==> config.mk <==
export PLATFORM = sky130hd
export DESIGN_NAME = shift_seq8
export DESIGN_NICKNAME = d
export VERILOG_FILES = /design/src/rtl/shift_seq8.sv
export SDC_FILE = /design/constraint.sdc
export NUM_CORES = 1
export LEC_CHECK = 0
export ABC_AREA = 0
export CAP_MARGIN = 30
export CORE_ASPECT_RATIO = 0.6
export CORE_MARGIN = 3
export CORE_UTILIZATION = 45
export CTS_BUF_LIST = sky130_fd_sc_hd__clkbuf_2 sky130_fd_sc_hd__clkbuf_4 sky130_fd_sc_hd__clkbuf_8
export CTS_CLUSTER_DIAMETER = 40
export DETAILED_ROUTE_END_ITERATION = 10
export GPL_TIMING_DRIVEN = 0
export PLACE_DENSITY = 0.71
export SETUP_SLACK_MARGIN = 0.1
export SLEW_MARGIN = 20
export SYNTH_ARGS = -nofsm -noshare
export SYNTH_HDL_FRONTEND = slang
export SYNTH_SLANG_ARGS = --single-unit
==> constraint.sdc <==
create_clock -name clk -period 4.6 [get_ports clk]
set_clock_uncertainty 0.2 [all_clocks]
set_input_delay 0.46 -clock clk [delete_from_list [all_inputs] [get_ports clk]]
set_output_delay 0.46 -clock clk [all_outputs]
set_load 0.03 [all_outputs]
==> src/rtl/shift_seq8.sv <==
// Multi-cycle 8-bit shifter/rotator: consumes the shift amount up to 3 bits per
// cycle, exposing intermediate values on d_out and pulsing done with the result.
module shift_seq8 (
  input  logic       clk,
  input  logic       reset,
  input  logic       start,
  input  logic [1:0] op,
  input  logic [2:0] amt,
  input  logic [7:0] d_in,
  output logic [7:0] d_out,
  output logic       busy,
  output logic       done
);

  typedef enum logic [1:0] {
    IDLE  = 2'd0,
    SHIFT = 2'd1,
    DONE  = 2'd2
  } state_t;

  localparam logic [1:0] OP_LSL = 2'b00;
  localparam logic [1:0] OP_LSR = 2'b01;
  localparam logic [1:0] OP_ASR = 2'b10;

  state_t     state;
  logic [7:0] data;
  logic [2:0] rem;
  logic [1:0] op_r;
  logic [2:0] step;
  logic [2:0] rem_nxt;

  // One shifter stage; s never exceeds 3 in practice but any 0-7 is handled.
  function automatic logic [7:0] shift_step(input logic [7:0] x,
                                            input logic [1:0] o,
                                            input logic [2:0] s);
    logic signed [7:0] sx;
    logic [15:0]       rot;
    sx  = x;
    rot = {x, x} >> s;
    case (o)
      OP_LSL:  return x << s;
      OP_LSR:  return x >> s;
      OP_ASR:  return $unsigned(sx >>> s);
      default: return rot[7:0];
    endcase
  endfunction

  always_comb begin
    step    = (rem > 3'd3) ? 3'd3 : rem;
    rem_nxt = rem - step;
  end

  always_ff @(posedge clk) begin
    if (reset) begin
      state <= IDLE;
      data  <= 8'h00;
      rem   <= 3'd0;
      op_r  <= 2'b00;
      busy  <= 1'b0;
      done  <= 1'b0;
    end else begin
      case (state)
        IDLE: begin
          if (start) begin
            data <= d_in;
            rem  <= amt;
            op_r <= op;
            busy <= 1'b1;
            if (amt == 3'd0) begin
              state <= DONE;
              done  <= 1'b1;
            end else begin
              state <= SHIFT;
              done  <= 1'b0;
            end
          end
        end
        SHIFT: begin
          data <= shift_step(data, op_r, step);
          rem  <= rem_nxt;
          if (rem_nxt == 3'd0) begin
            state <= DONE;
            done  <= 1'b1;
          end
        end
        DONE: begin
          state <= IDLE;
          busy  <= 1'b0;
          done  <= 1'b0;
        end
        default: begin
          state <= IDLE;
          busy  <= 1'b0;
          done  <= 1'b0;
        end
      endcase
    end
  end

  assign d_out = data;

endmodule

==> results.ini <==
[critical_path]
rr_endpoint=d_out[6]$_SDFFE_PP0P_
worstPathMaxFanout=9
rrSetupSlack_ps=2490
crit_type=flop to primary output
endpoint_kind=primary output
cpPeakStageDelay_ps=740
cp_num_buf_inv=1
worstReg2RegStart=rem[2]$_SDFFE_PP0P_
start_kind=flop
arrival_ps=1500
cp_data_required_time_ps=3940
worst-r2r-cell-count=7
cp_slowest_cell=clkdlybuf4s50_1
cp_cell_sequence=clkdlybuf4s50_1
path_delay_family=buffers and inverters

[power]
seqPwrFrac_pct=27.7
p_sw_share_pct=43.4
power.density_mw_per_mm2=390
internal-power_mw=0.375
switchingPower_mw=0.288
p_comb_share_pct=52.8
total_leakage_power_nw=0.616
power_frac_clock_pct=19.5
ir_drop_mv=0.247

[synth]
netlist_instances=195
synth_xor_area_share_pct=0.643
synth-compound-area-share_pct=31.4
synth-seq-cells=16
synth_top_family_by_area=compound AO/OA/AOI/OAI gates
yosysTopAreaCellShare_pct=23.5
ys.flop_type=dfxtp_1
synthSimpleGateAreaFrac_pct=26.7
syn_area_per_cell_um2=6.99
syn_area_mm2=0.00136
yosysSeqAreaShare_pct=23.5
ys_async_sr_fraction_pct=0
muxShareOfSynthArea_pct=6.06
synth-edff-count=0
yosys_warnings=0
synth_top_area_cell=dfxtp_1
synth.distinct_cells=43
synth_fa_ha_area_share_pct=0.918
synth_nets=212
netlist_top_cells_area=dfxtp_1 (24%), nor2_1 (8.3%), nand2_1 (6.1%)

[grt]
antenna_found_initial=0
grtUsageTotal_pct=23.8
grt_pass1_wl_mm=7.20
grt_start_max_net_pins=11
grt_pass1_vias=1434
grt_overflow_total=0

[cells_and_area]
syn2layout_area_growth_pct=24.6
fin_cells=262
fin_nets=240
drive_gt1_share_pct=10.4
antenna_cells=0

[place]
finalWeightedCongestion=0.982
portBuffers=23
dp_hpwl_mm=3.30
dp_cells=258

[floorplanning]
core_area_mm2=0.00268
die_h_um=48.6
initial_core_util_pct=50.8
io_pins=26
fp-row-count=14
die_area_mm2=0.00375
die_w_um=77.0

[sta]
rsz0062_at_grt=no
holdWs_ps=331
setup_viol=0
fin_setup_tns_ps=0
finalHoldViolCount=0
worst_slew_pin_slew_ps=592
fin_crit_ps=2160
final-max-slew-violation-count=0
period_share_pct=46.9
max_freq_mhz=463
relSlewSlack_pct=60.4

[cts]
cts_buffers=3
cts.sinks=16
tritoncts=yes
clkTransAtPathRegs_ps=70
hold_buffers=0
cts_max_level=1
clock_latency_ps=260
root_buffer=clkbuf_8
cts_resized=0
cts_setup_buffers=0
clockBufferDepth=2

[routing]
drtAntennaViolNets=0
dr.pass1.iters=5
avgViaCountPerCell=6.09
wire_per_inst_um=16.9
routed_wl_mm=4.42
drc=0
num_vias=1595
drtIter0Drc=272

[min_path]
hp-class=flop to flop
worstHoldStart=busy$_SDFFE_PP0P_
min_to=busy$_SDFFE_PP0P_
hold_depth=2

[run_status]
status=complete, no violations

[run]
maxCapViolations=0

[power by group through the flow]
stage	clock, mW	combinational (mW)	sequential (mW)
floorplan	0	0.219	0.205
global placement	0	0.336	0.184
detailed placement	0	0.339	0.186
CTS	0.132	0.341	0.182
global route	0.138	0.378	0.186
finish	0.129	0.350	0.184
[flip-flops by register name (all words and copies together), names as in the netlist]
signal	count
busy	1
d_out	8
done	1
op_r	2
rem	3
state	1
[metal layers]
layer | GRT usage [%] | up-vias | share of wire (%)
li1 | - | 762 | -
met1 | 34.9 | 739 | 46
met2 | 32.7 | 90 | 41
met3 | 9.44 | 4 | 12
met4 | 3.85 | 0 | 0.75
met5 | 0 | - | 0
[placed cells by master (no fill, tap or decap), types with 2 or more instances in the layout]
cell | netlist | layout
dfxtp_1 | 16 | 16
o31ai_1 | 2 | 2
mux2_2 | 2 | 2
a311oi_1 | 5 | 5
a211oi_1 | 3 | 3
o22ai_1 | 6 | 6
a21oi_1 | 14 | 14
a221oi_1 | 9 | 9
nor2_1 | 30 | 30
nand2_1 | 22 | 22
clkbuf_8 | 0 | 4
a31oi_1 | 2 | 2
nor3_1 | 6 | 6
buf_6 | 2 | 2
a2111oi_0 | 2 | 2
mux2i_1 | 6 | 6
nor4_1 | 2 | 2
nand2b_1 | 5 | 5
clkinv_1 | 2 | 2
nand3_1 | 5 | 5
or2_2 | 2 | 2
clkdlybuf4s50_1 | 0 | 23
or2_1 | 2 | 2
inv_1 | 5 | 5
o21ai_0 | 13 | 13
buf_2 | 2 | 2
clkbuf_1 | 8 | 8
buf_4 | 5 | 5
[worst max-delay path by stage]
stage,startpoint,end,depth (start not counted),slack [ps]
2_1_floorplan,rem[2]$_SDFFE_PP0P_,d_out[6]$_SDFFE_PP0P_,7,2740
3_3_place_gp,rem[2]$_SDFFE_PP0P_,d_out[6]$_SDFFE_PP0P_,7,2530
3_5_place_dp,rem[2]$_SDFFE_PP0P_,d_out[6]$_SDFFE_PP0P_,7,2510
4_1_cts,d_out[6]$_SDFFE_PP0P_,d_out[6],1,2460
5_1_grt,d_out[2]$_SDFFE_PP0P_,d_out[1]$_SDFFE_PP0P_,5,2370
6_report,d_out[6]$_SDFFE_PP0P_,d_out[6],1,2440
[stage by stage]
step | instance area [um^2] | setup slack [ps] | total power [mW] | utilization, %
2_1_floorplan | 1360 | 2740 | 0.424 | -
3_3_place_gp | 1640 | 2530 | 0.520 | 61.3
3_5_place_dp | 1640 | 2510 | 0.525 | 61.3
6_report | 1700 | 2440 | 0.663 | 63.4
5_1_grt | 1700 | 2370 | 0.703 | 63.4
4_1_cts | 1700 | 2460 | 0.656 | 63.4
[cell type report]
type / count / area, um^2
Timing Repair Buffer: 23 / 230
Multi-Input combinational cell: 153 / 896
Sequential cell: 16 / 320
Fill cell: 256 / 982
Tap cell: 40 / 50.0
Inverter: 7 / 26.3
Buffer: 19 / 120
Clock buffer: 4 / 55.1
[cells by family (layout without fill, tap and decap cells)]
| family | Yosys count | count (layout) |
|---|---|---|
| multiplexers | 8 | 8 |
| XOR/XNOR | 1 | 1 |
| AND/OR/NAND/NOR | 80 | 80 |
| buffers and inverters | 26 | 53 |
| adder cells (fa/ha/maj) | 1 | 1 |
| flip-flops | 16 | 16 |
| AO/OA/AOI/OAI | 63 | 63 |
[cell usage after synthesis (2+ instances only)]
| cell type | number |
|---|---|
| nor3_1 | 6 |
| a2111oi_0 | 2 |
| a31oi_1 | 2 |
| nor2_1 | 30 |
| buf_2 | 2 |
| clkinv_1 | 2 |
| nand2_1 | 22 |
| o22ai_1 | 6 |
| nand2b_1 | 5 |
| o31ai_1 | 2 |
| o21ai_0 | 13 |
| a21oi_1 | 14 |
| a211oi_1 | 3 |
| nor4_1 | 2 |
| mux2_2 | 2 |
| clkbuf_1 | 8 |
| buf_6 | 2 |
| a221oi_1 | 9 |
| a311oi_1 | 5 |
| inv_1 | 5 |
| nand3_1 | 5 |
| or2_2 | 2 |
| or2_1 | 2 |
| mux2i_1 | 6 |
| dfxtp_1 | 16 |
| buf_4 | 5 |
No activity file was read; power rests on OpenSTA's default activity.
